===== config.mk =====
export PLATFORM = sky130hd
export DESIGN_NAME = load_store_unit
export DESIGN_NICKNAME = d
export VERILOG_FILES = /design/src/rtl/load_store_unit.sv
export SDC_FILE = /design/constraint.sdc
export NUM_CORES = 1
export LEC_CHECK = 0
export ABC_CLOCK_PERIOD_IN_PS = 2600
export CORE_AREA = 2 2 134 136
export DETAILED_ROUTE_END_ITERATION = 7
export DIE_AREA = 0 0 136 138
export PLACE_DENSITY = 0.63
export SETUP_SLACK_MARGIN = 0.1
export SLEW_MARGIN = 20
export SYNTH_ARGS = -nofsm -noshare
export SYNTH_HDL_FRONTEND = slang
export SYNTH_SLANG_ARGS = --single-unit

===== constraint.sdc =====
create_clock -name CLK -period 2.6 [get_ports CLK]
set_input_delay 0.52 -clock CLK [delete_from_list [all_inputs] [get_ports CLK]]
set_output_delay 0.52 -clock CLK [all_outputs]
set_load 0.03 [all_outputs]

===== src/rtl/load_store_unit.sv =====
// load_store_unit: byte/half/word load-store engine in front of a 256-word
// data memory with a combinational read port. Loads read the addressed word
// and return the selected lane, zero- or sign-extended. Stores do a
// read-modify-write: RD fetches the word, WR writes it back with the addressed
// lanes replaced. Misaligned requests go straight to ERR with no memory access.
// Optional feature macro: LSU_WORD_STORE_FASTPATH_EN. When it is defined,
// aligned word stores skip RD, because every lane gets replaced anyway.
module load_store_unit (
   input  logic        CLK,
   input  logic        RST_N,
   input  logic        LSU_REQ,
   input  logic        LSU_WE,
   input  logic [1:0]  LSU_SIZE,
   input  logic        LSU_UNSIGNED,
   input  logic [31:0] LSU_ADDR,
   input  logic [31:0] LSU_WDATA,
   output logic [31:0] LSU_RDATA,
   output logic        LSU_DONE,
   output logic        LSU_BUSY,
   output logic        LSU_MISALIGN,
   output logic [7:0]  ADDR_DATA_M,
   output logic        Mem_WE,
   output logic [31:0] IN_DATA_M,
   input  logic [31:0] OUT_DATA_M
);

   typedef enum logic [2:0] {
      S_IDLE = 3'd0,
      S_RD   = 3'd1,
      S_WR   = 3'd2,
      S_RESP = 3'd3,
      S_ERR  = 3'd4
   } state_t;

   state_t      state_q, state_d;
   logic [1:0]  addr_lo_q, addr_lo_d;
   logic [1:0]  size_q, size_d;
   logic        we_q, we_d;
   logic        uns_q, uns_d;
   logic [31:0] wdata_q, wdata_d;
   logic [7:0]  addr_m_q, addr_m_d;
   logic [31:0] in_data_q, in_data_d;
   logic [31:0] rdata_q, rdata_d;

   // Upper address bits alias onto the 1 KiB window, so they are dropped here.
   logic unused_addr_hi;
   assign unused_addr_hi = &{1'b0, LSU_ADDR[31:10]};

   function automatic logic is_misaligned(input logic [1:0] size, input logic [1:0] lo);
      logic r;
      case (size)
         2'b00:   r = 1'b0;
         2'b01:   r = lo[0];
         2'b10:   r = (lo != 2'b00);
         default: r = 1'b1;
      endcase
      return r;
   endfunction

   // Replace only the addressed lanes of the fetched word with the store data.
   function automatic logic [31:0] merge_lanes(input logic [31:0] word, input logic [31:0] wd,
                                               input logic [1:0] size, input logic [1:0] lo);
      logic [31:0] r;
      r = word;
      case (size)
         2'b00:   r[{lo, 3'b000} +: 8]     = wd[7:0];
         2'b01:   r[{lo[1], 4'b0000} +: 16] = wd[15:0];
         default: r = wd;
      endcase
      return r;
   endfunction

   // Pick the addressed lane out of the fetched word and extend it to 32 bits.
   function automatic logic [31:0] extend_load(input logic [31:0] word, input logic [1:0] size,
                                               input logic [1:0] lo, input logic uns);
      logic [7:0]  b;
      logic [15:0] h;
      logic [31:0] r;
      b = word[{lo, 3'b000} +: 8];
      h = word[{lo[1], 4'b0000} +: 16];
      case (size)
         2'b00:   r = {{24{~uns & b[7]}}, b};
         2'b01:   r = {{16{~uns & h[15]}}, h};
         default: r = word;
      endcase
      return r;
   endfunction

   // State and the memory-facing / result registers, cleared by reset.
   always_ff @(posedge CLK or negedge RST_N) begin
      if (!RST_N) begin
         state_q   <= S_IDLE;
         addr_m_q  <= 8'h00;
         in_data_q <= 32'h0;
         rdata_q   <= 32'h0;
      end else begin
         state_q   <= state_d;
         addr_m_q  <= addr_m_d;
         in_data_q <= in_data_d;
         rdata_q   <= rdata_d;
      end
   end

   // Request attributes latched at acceptance; never observed before being loaded.
   always_ff @(posedge CLK) begin
      addr_lo_q <= addr_lo_d;
      size_q    <= size_d;
      we_q      <= we_d;
      uns_q     <= uns_d;
      wdata_q   <= wdata_d;
   end

   // Next-state logic, register updates and state-decoded outputs.
   always_comb begin
      state_d      = state_q;
      addr_lo_d    = addr_lo_q;
      size_d       = size_q;
      we_d         = we_q;
      uns_d        = uns_q;
      wdata_d      = wdata_q;
      addr_m_d     = addr_m_q;
      in_data_d    = in_data_q;
      rdata_d      = rdata_q;
      LSU_DONE     = 1'b0;
      LSU_MISALIGN = 1'b0;
      LSU_BUSY     = 1'b1;
      Mem_WE       = 1'b0;
      case (state_q)
         S_IDLE: begin
            LSU_BUSY = 1'b0;
            if (LSU_REQ) begin
               addr_lo_d = LSU_ADDR[1:0];
               size_d    = LSU_SIZE;
               we_d      = LSU_WE;
               uns_d     = LSU_UNSIGNED;
               wdata_d   = LSU_WDATA;
               addr_m_d  = LSU_ADDR[9:2];
               if (is_misaligned(LSU_SIZE, LSU_ADDR[1:0])) begin
                  state_d = S_ERR;
               end else begin
`ifdef LSU_WORD_STORE_FASTPATH_EN
                  if (LSU_WE && (LSU_SIZE == 2'b10)) begin
                     in_data_d = LSU_WDATA;
                     state_d   = S_WR;
                  end else begin
                     state_d = S_RD;
                  end
`else
                  state_d = S_RD;
`endif
               end
            end
         end
         S_RD: begin
            if (we_q) begin
               in_data_d = merge_lanes(OUT_DATA_M, wdata_q, size_q, addr_lo_q);
               state_d   = S_WR;
            end else begin
               rdata_d = extend_load(OUT_DATA_M, size_q, addr_lo_q, uns_q);
               state_d = S_RESP;
            end
         end
         S_WR: begin
            Mem_WE  = 1'b1;
            state_d = S_RESP;
         end
         S_RESP: begin
            LSU_DONE = 1'b1;
            state_d  = S_IDLE;
         end
         S_ERR: begin
            LSU_DONE     = 1'b1;
            LSU_MISALIGN = 1'b1;
            state_d      = S_IDLE;
         end
         default: state_d = S_IDLE;
      endcase
   end

   assign LSU_RDATA   = rdata_q;
   assign ADDR_DATA_M = addr_m_q;
   assign IN_DATA_M   = in_data_q;

endmodule

* Yosys cells after proc, flatten, opt, wreduce, memory -nomap -nowiden
Index checks and enable logic that the tools add are counted.
** Word-level totals
- Logic and storage cells :: 52
- Bits of input ports :: 103
- Bits in registers :: 113
** Cells by class
- Bitwise logic cells :: 4
- Equal/unequal tests :: 8
- Multiplexer cells :: 15
- Reduce and logical (&&, ||, !) cells :: 8
- Shift-type cells :: 6
- Add/subtract/negate cells :: 2
** Operators with widths (count)
- $pmux 32 s2 :: 2
- $bwmux 32 :: 2
- $shift 16x7->32 const A :: 1
- $shift 8x7->32 const A :: 1
- $shiftx 16x7->32 :: 1
- $shiftx 32x6->16 :: 1
- $shiftx 32x6->8 :: 1
- $shiftx 8x7->32 :: 1
- $neg 5->7 :: 2
- $pmux 3 s3 :: 1
- $mux 1 :: 7
- $eq 3x2->1 const B :: 2
- $mux 3 :: 2
- $reduce_and 2->1 :: 3
- $eq 2x1->1 const B :: 2
- $logic_not 2->1 :: 2
- $eq 3x1->1 const B :: 1
- $eq 3x3->1 const B :: 1
- $logic_not 3->1 :: 1
- $pmux 1 s3 :: 1
- $and 1x1->1 :: 2
- $eq 2x2->1 const B :: 1
- $ne 2x2->1 const B :: 1
- $not 1->1 :: 2
- other kinds (2) :: 2

* Longest topological paths before layout
- Depth in word-level cells :: 7
- Gate-level depth with buffers :: 8
- Mapped depth without buffers :: 6

* Worst setup path before layout
No wires, ideal clock.
- Kind :: register to register
- Start :: reg state_q[2]
- End :: reg addr_m_q[0] (netlist: ADDR_DATA_M[0])
- Library setup time :: 125 ps
- Path buffers :: 1
- Data required time :: 2475 ps
- Arrival time :: 2727 ps
- Setup slack :: -252 ps
- Stages on the path, launching flop included :: 5
- Path through :: dfrtp_1 buf_2 or3_1 nor2_2 mux2_2
** On the way
- Longest elaborated chain between the ends :: 2
** RTL lines
- start, declared :: RTL line 35 : state_t state_q, state_d;
- start signal, assigned :: RTL line 97 : state_q <= state_d;
- $logic_not 3->1 :: RTL line 128 : case (state_q)
- $reduce_and 2->1 (no source line)
- end signal, assigned :: RTL line 98 : addr_m_q <= addr_m_d;
- end, declared :: RTL line 41 : logic [7:0] addr_m_q, addr_m_d;
No other way between the ends.
A chain may end at the register's enable or synchronous reset.

* Final worst setup path
- Start :: reg state_q[1]
- End :: out Mem_WE
** On the way
- Longest elaborated chain between the ends :: 2
** RTL lines
- $eq 3x2->1 :: RTL line 128
- $mux 1 :: RTL line 128
- end, declared :: RTL line 22 : output logic Mem_WE,
No other way between the ends.

==> impl_results.md <==
* Routability cong. at 0.826
* CP Cell Sequence: nor3b_1, clkdlybuf4s50_1
* Kind of cell adding the most delay to the critical path: buffers and inverters
* Switching Fraction at 38.7%
* YS warnings at 0
* Setup TNS Final at 0 ns
* Max clock buf depth at 2
* Critical Path RT at 2.08 ns
* Slowest cell on crit path: clkdlybuf4s50_1
* Number of port buffers at 156
* Startpoint types: register
* Layout area overhead at 48.3%
* CTS tree: yes
* Clock skew at 0.00842 ns
* Rows at 49
* Critical Path AT at 1.87 ns
* Synth cell count leaders: dfrtp_1, nand2_1, nand3_1
* R2R Setup Slk at 0.24 ns
* #FFs+latches synth at 113
* Total GRT Usage at 19.1%
* Gate Count Post-Synth at 456
* Initial DRC count at 280
* Share of layout cells above drive strength 1 at 11.4%
* Minimum clock period at 2.39 ns
* Remaining Overflow, GRT at 0
* MaxCap Viol Count at 0
* Syn_nets at 564
* Hold Buf Count CTS at 0
* H-tree Lvls at 4
* Ys async rst share at 66.4%
* DIE AREA at 0.0188 mm^2
* Post-synth EDFFs at 38
* Cts bufs inserted at 17
* Via count at 4442
* CP max FO at 8
* Die Y at 138 um
* Clk slew on worst S/H paths at 0.05 ns
* Routed wire length at 17600 um
* Crit Path Category: register to output port
* Netlist cell types at 47
* Root Driver: clkbuf_16
* Starting density of the core at 29.2%
* Seq pwr share at 32.0%
* Outcome: finished, final reports clean
* Fin util at 43.3%
* Final worst slack at 0.209 ns
* Unrepaired setup endpoints after global routing: no
* Fin nets at 728
* Lkg Pwr at 0.00300 uW
* F_max at 0.418 GHz
* Clock network power share at 24.6%
* Core Footprint at 0.0175 mm^2
* Vias per cell at 5.15
* Initial antenna violation count at 0
* Post-CTS Setup Bufs at 0
* Area leader, netlist: dfrtp_1
* Int Pwr at 5750 uW
* Post-route clock period utilization at 92.0%
* Most common cell in the synthesized netlist: dfrtp_1
* Vias in the first global route at 4532
* Biggest cell delay along the critical path at 0.72 ns
* DRC at 0
* Crit end category: output port
* IO Pins at 179
* WP buf/inv at 1
* Post-synth top area share at 36.7%
* Prevailing post-synth register cell: dfrtp_1
* Slew headroom at 57.8%
* CTS sink cnt at 113
* Final Hold Vio Count at 0
* Worst vdd ir at 0.556 mV
* Worst-Skew Late Latency at 0.41 ns
* HP Class: input pin to asynchronous set/reset pin
* Finish-stage setup viols at 0
* Final non-filler cell area at 0.00759 mm^2
* Mapped Area at 0.00512 mm^2
* Worst Reg-to-Reg Cells at 7
* Net switching power figure at 3630 uW
* Slew @ Worst Pin at 0.631 ns
* FF-to-FF End: IN_DATA_M[3]
* Fillers at 1676
* Power density cells at 1230 mW/mm^2
* Seq/Total Area, Yosys at 59.0%
* Horiz. Die Dim at 136 um
* Post-DP Area at 0.00700 mm^2
* Logic pwr share at 43.3%
* DR WL/cell at 20.4 um
* Post-route ant nets at 0
* Worst r2r src: addr_lo_q[0]
* Largest net degree at the start of global routing at 48
* Top post-synthesis cells by area: dfrtp_1, edfxtp_1, nand3_1
* DP HPWL at 13000 um
* Max-slew violations at 0
* Global-route wire length before repair at 26600 um
* First-pass DRT Iterations at 5
* Syn Area/Cell at 11.2 um^2
* Pre-CTS setup slack at 0.313 ns
-- worst max path at each step --
stage | from | endpoint | slack (ns) | cells past startpoint
3_3_place_gp | addr_lo_q[0] | IN_DATA_M[3] | 0.30 | 7
6_report | state_q[1] | Mem_WE | 0.21 | 2
4_1_cts | state_q[0] | LSU_MISALIGN | 0.16 | 3
3_5_place_dp | addr_lo_q[0] | IN_DATA_M[0] | 0.31 | 7
5_1_grt | addr_lo_q[0] | IN_DATA_M[7] | 0.12 | 7
2_1_floorplan | state_q[2] | ADDR_DATA_M[0] | 0.25 | 4
-- flip-flops by register name (all words and copies together), names as in the netlist --
signal and flops:
IN_DATA_M 32, LSU_RDATA 32, wdata_q 32, ADDR_DATA_M 8
state_q 3, addr_lo_q 2, size_q 2, uns_q 1
we_q 1
-- metrics by stage --
stage                     power, uW  std cells  hold slack, ns
after global placement         7030        830           0.478
after global routing           9860        862           0.129
after floorplan                5270        456           0.224
after detailed placement       7120        830           0.483
after CTS                      9460        862           0.117
final                          9370        863          0.0999
-- cells by family (layout without fill, tap and decap cells) --
kind of cell	after synthesis	after routing	share of synthesized area [%]
other	0	1	0
adder cells (fa/ha/maj)	5	5	1.22
AO/OA/AOI/OAI	118	118	17.2
buffers and inverters	37	214	3.08
flip-flops	113	113	59.0
AND/OR/NAND/NOR	163	163	15.2
XOR/XNOR	1	1	0.171
multiplexers	19	19	4.13
-- cells in the final DEF, fill, tap and decap left out, types with 3 or more instances in the layout --
cell type,synthesis,layout
a221o_1,8,8
nand3_1,42,42
edfxtp_1,38,38
bufinv_16,0,3
inv_1,4,4
nand2b_1,3,3
dfrtp_1,75,75
and2_0,5,5
buf_4,0,22
and2_1,4,4
a221oi_1,24,24
o211ai_1,7,7
a22o_1,8,8
nand2_1,46,46
clkinv_2,0,4
mux2_2,17,17
nor2_1,38,38
o2bb2ai_1,9,9
a211oi_1,8,8
clkdlybuf4s50_1,0,152
ha_1,5,5
clkbuf_16,0,17
a21o_1,5,5
clkinvlp_4,0,3
and3_1,6,6
nor3_1,4,4
o21ai_0,9,9
a21oi_1,28,28
-- repair_timing --
action / in CTS / in global routing
endpoints found under the hold margin: 0 / 0
pin swaps: 0 / 0
setup endpoints to repair: 2 / 1
resized for setup: 2 / 1
-- per-layer routing --
layer / part of all wire [%] / up-vias / GRT usage [%]
li1: - / 2044 / -
met1: 44 / 2162 / 25.2
met2: 46 / 202 / 29.1
met3: 7.1 / 34 / 5.46
met4: 3.3 / 0 / 8.72
met5: 0 / - / 0
-- layout make-up --
type | instances | area (um^2) | area share [%]
inverters | 4 | 15.0 | 0.198
clock buffers | 20 | 447 | 5.88
flip-flops and latches | 113 | 3020 | 39.7
diodes | 1 | 2.50 | 0.0330
well taps | 229 | 287 | 3.77
repair buffers | 178 | 1740 | 22.9
clock inverters | 12 | 140 | 1.85
multi-input cells | 306 | 1950 | 25.7
-- power groups by stage --
stage                     Combinational [uW]  Sequential [uW]  Clock [uW]
after global placement                  4040             2990           0
after floorplan                         1330             3940           0
after CTS                               4090             3010        2360
after global routing                    4320             3080        2460
final                                   4060             3000        2310
after detailed placement                4090             3030           0
Note: power is estimated with default switching activity, not from simulation.
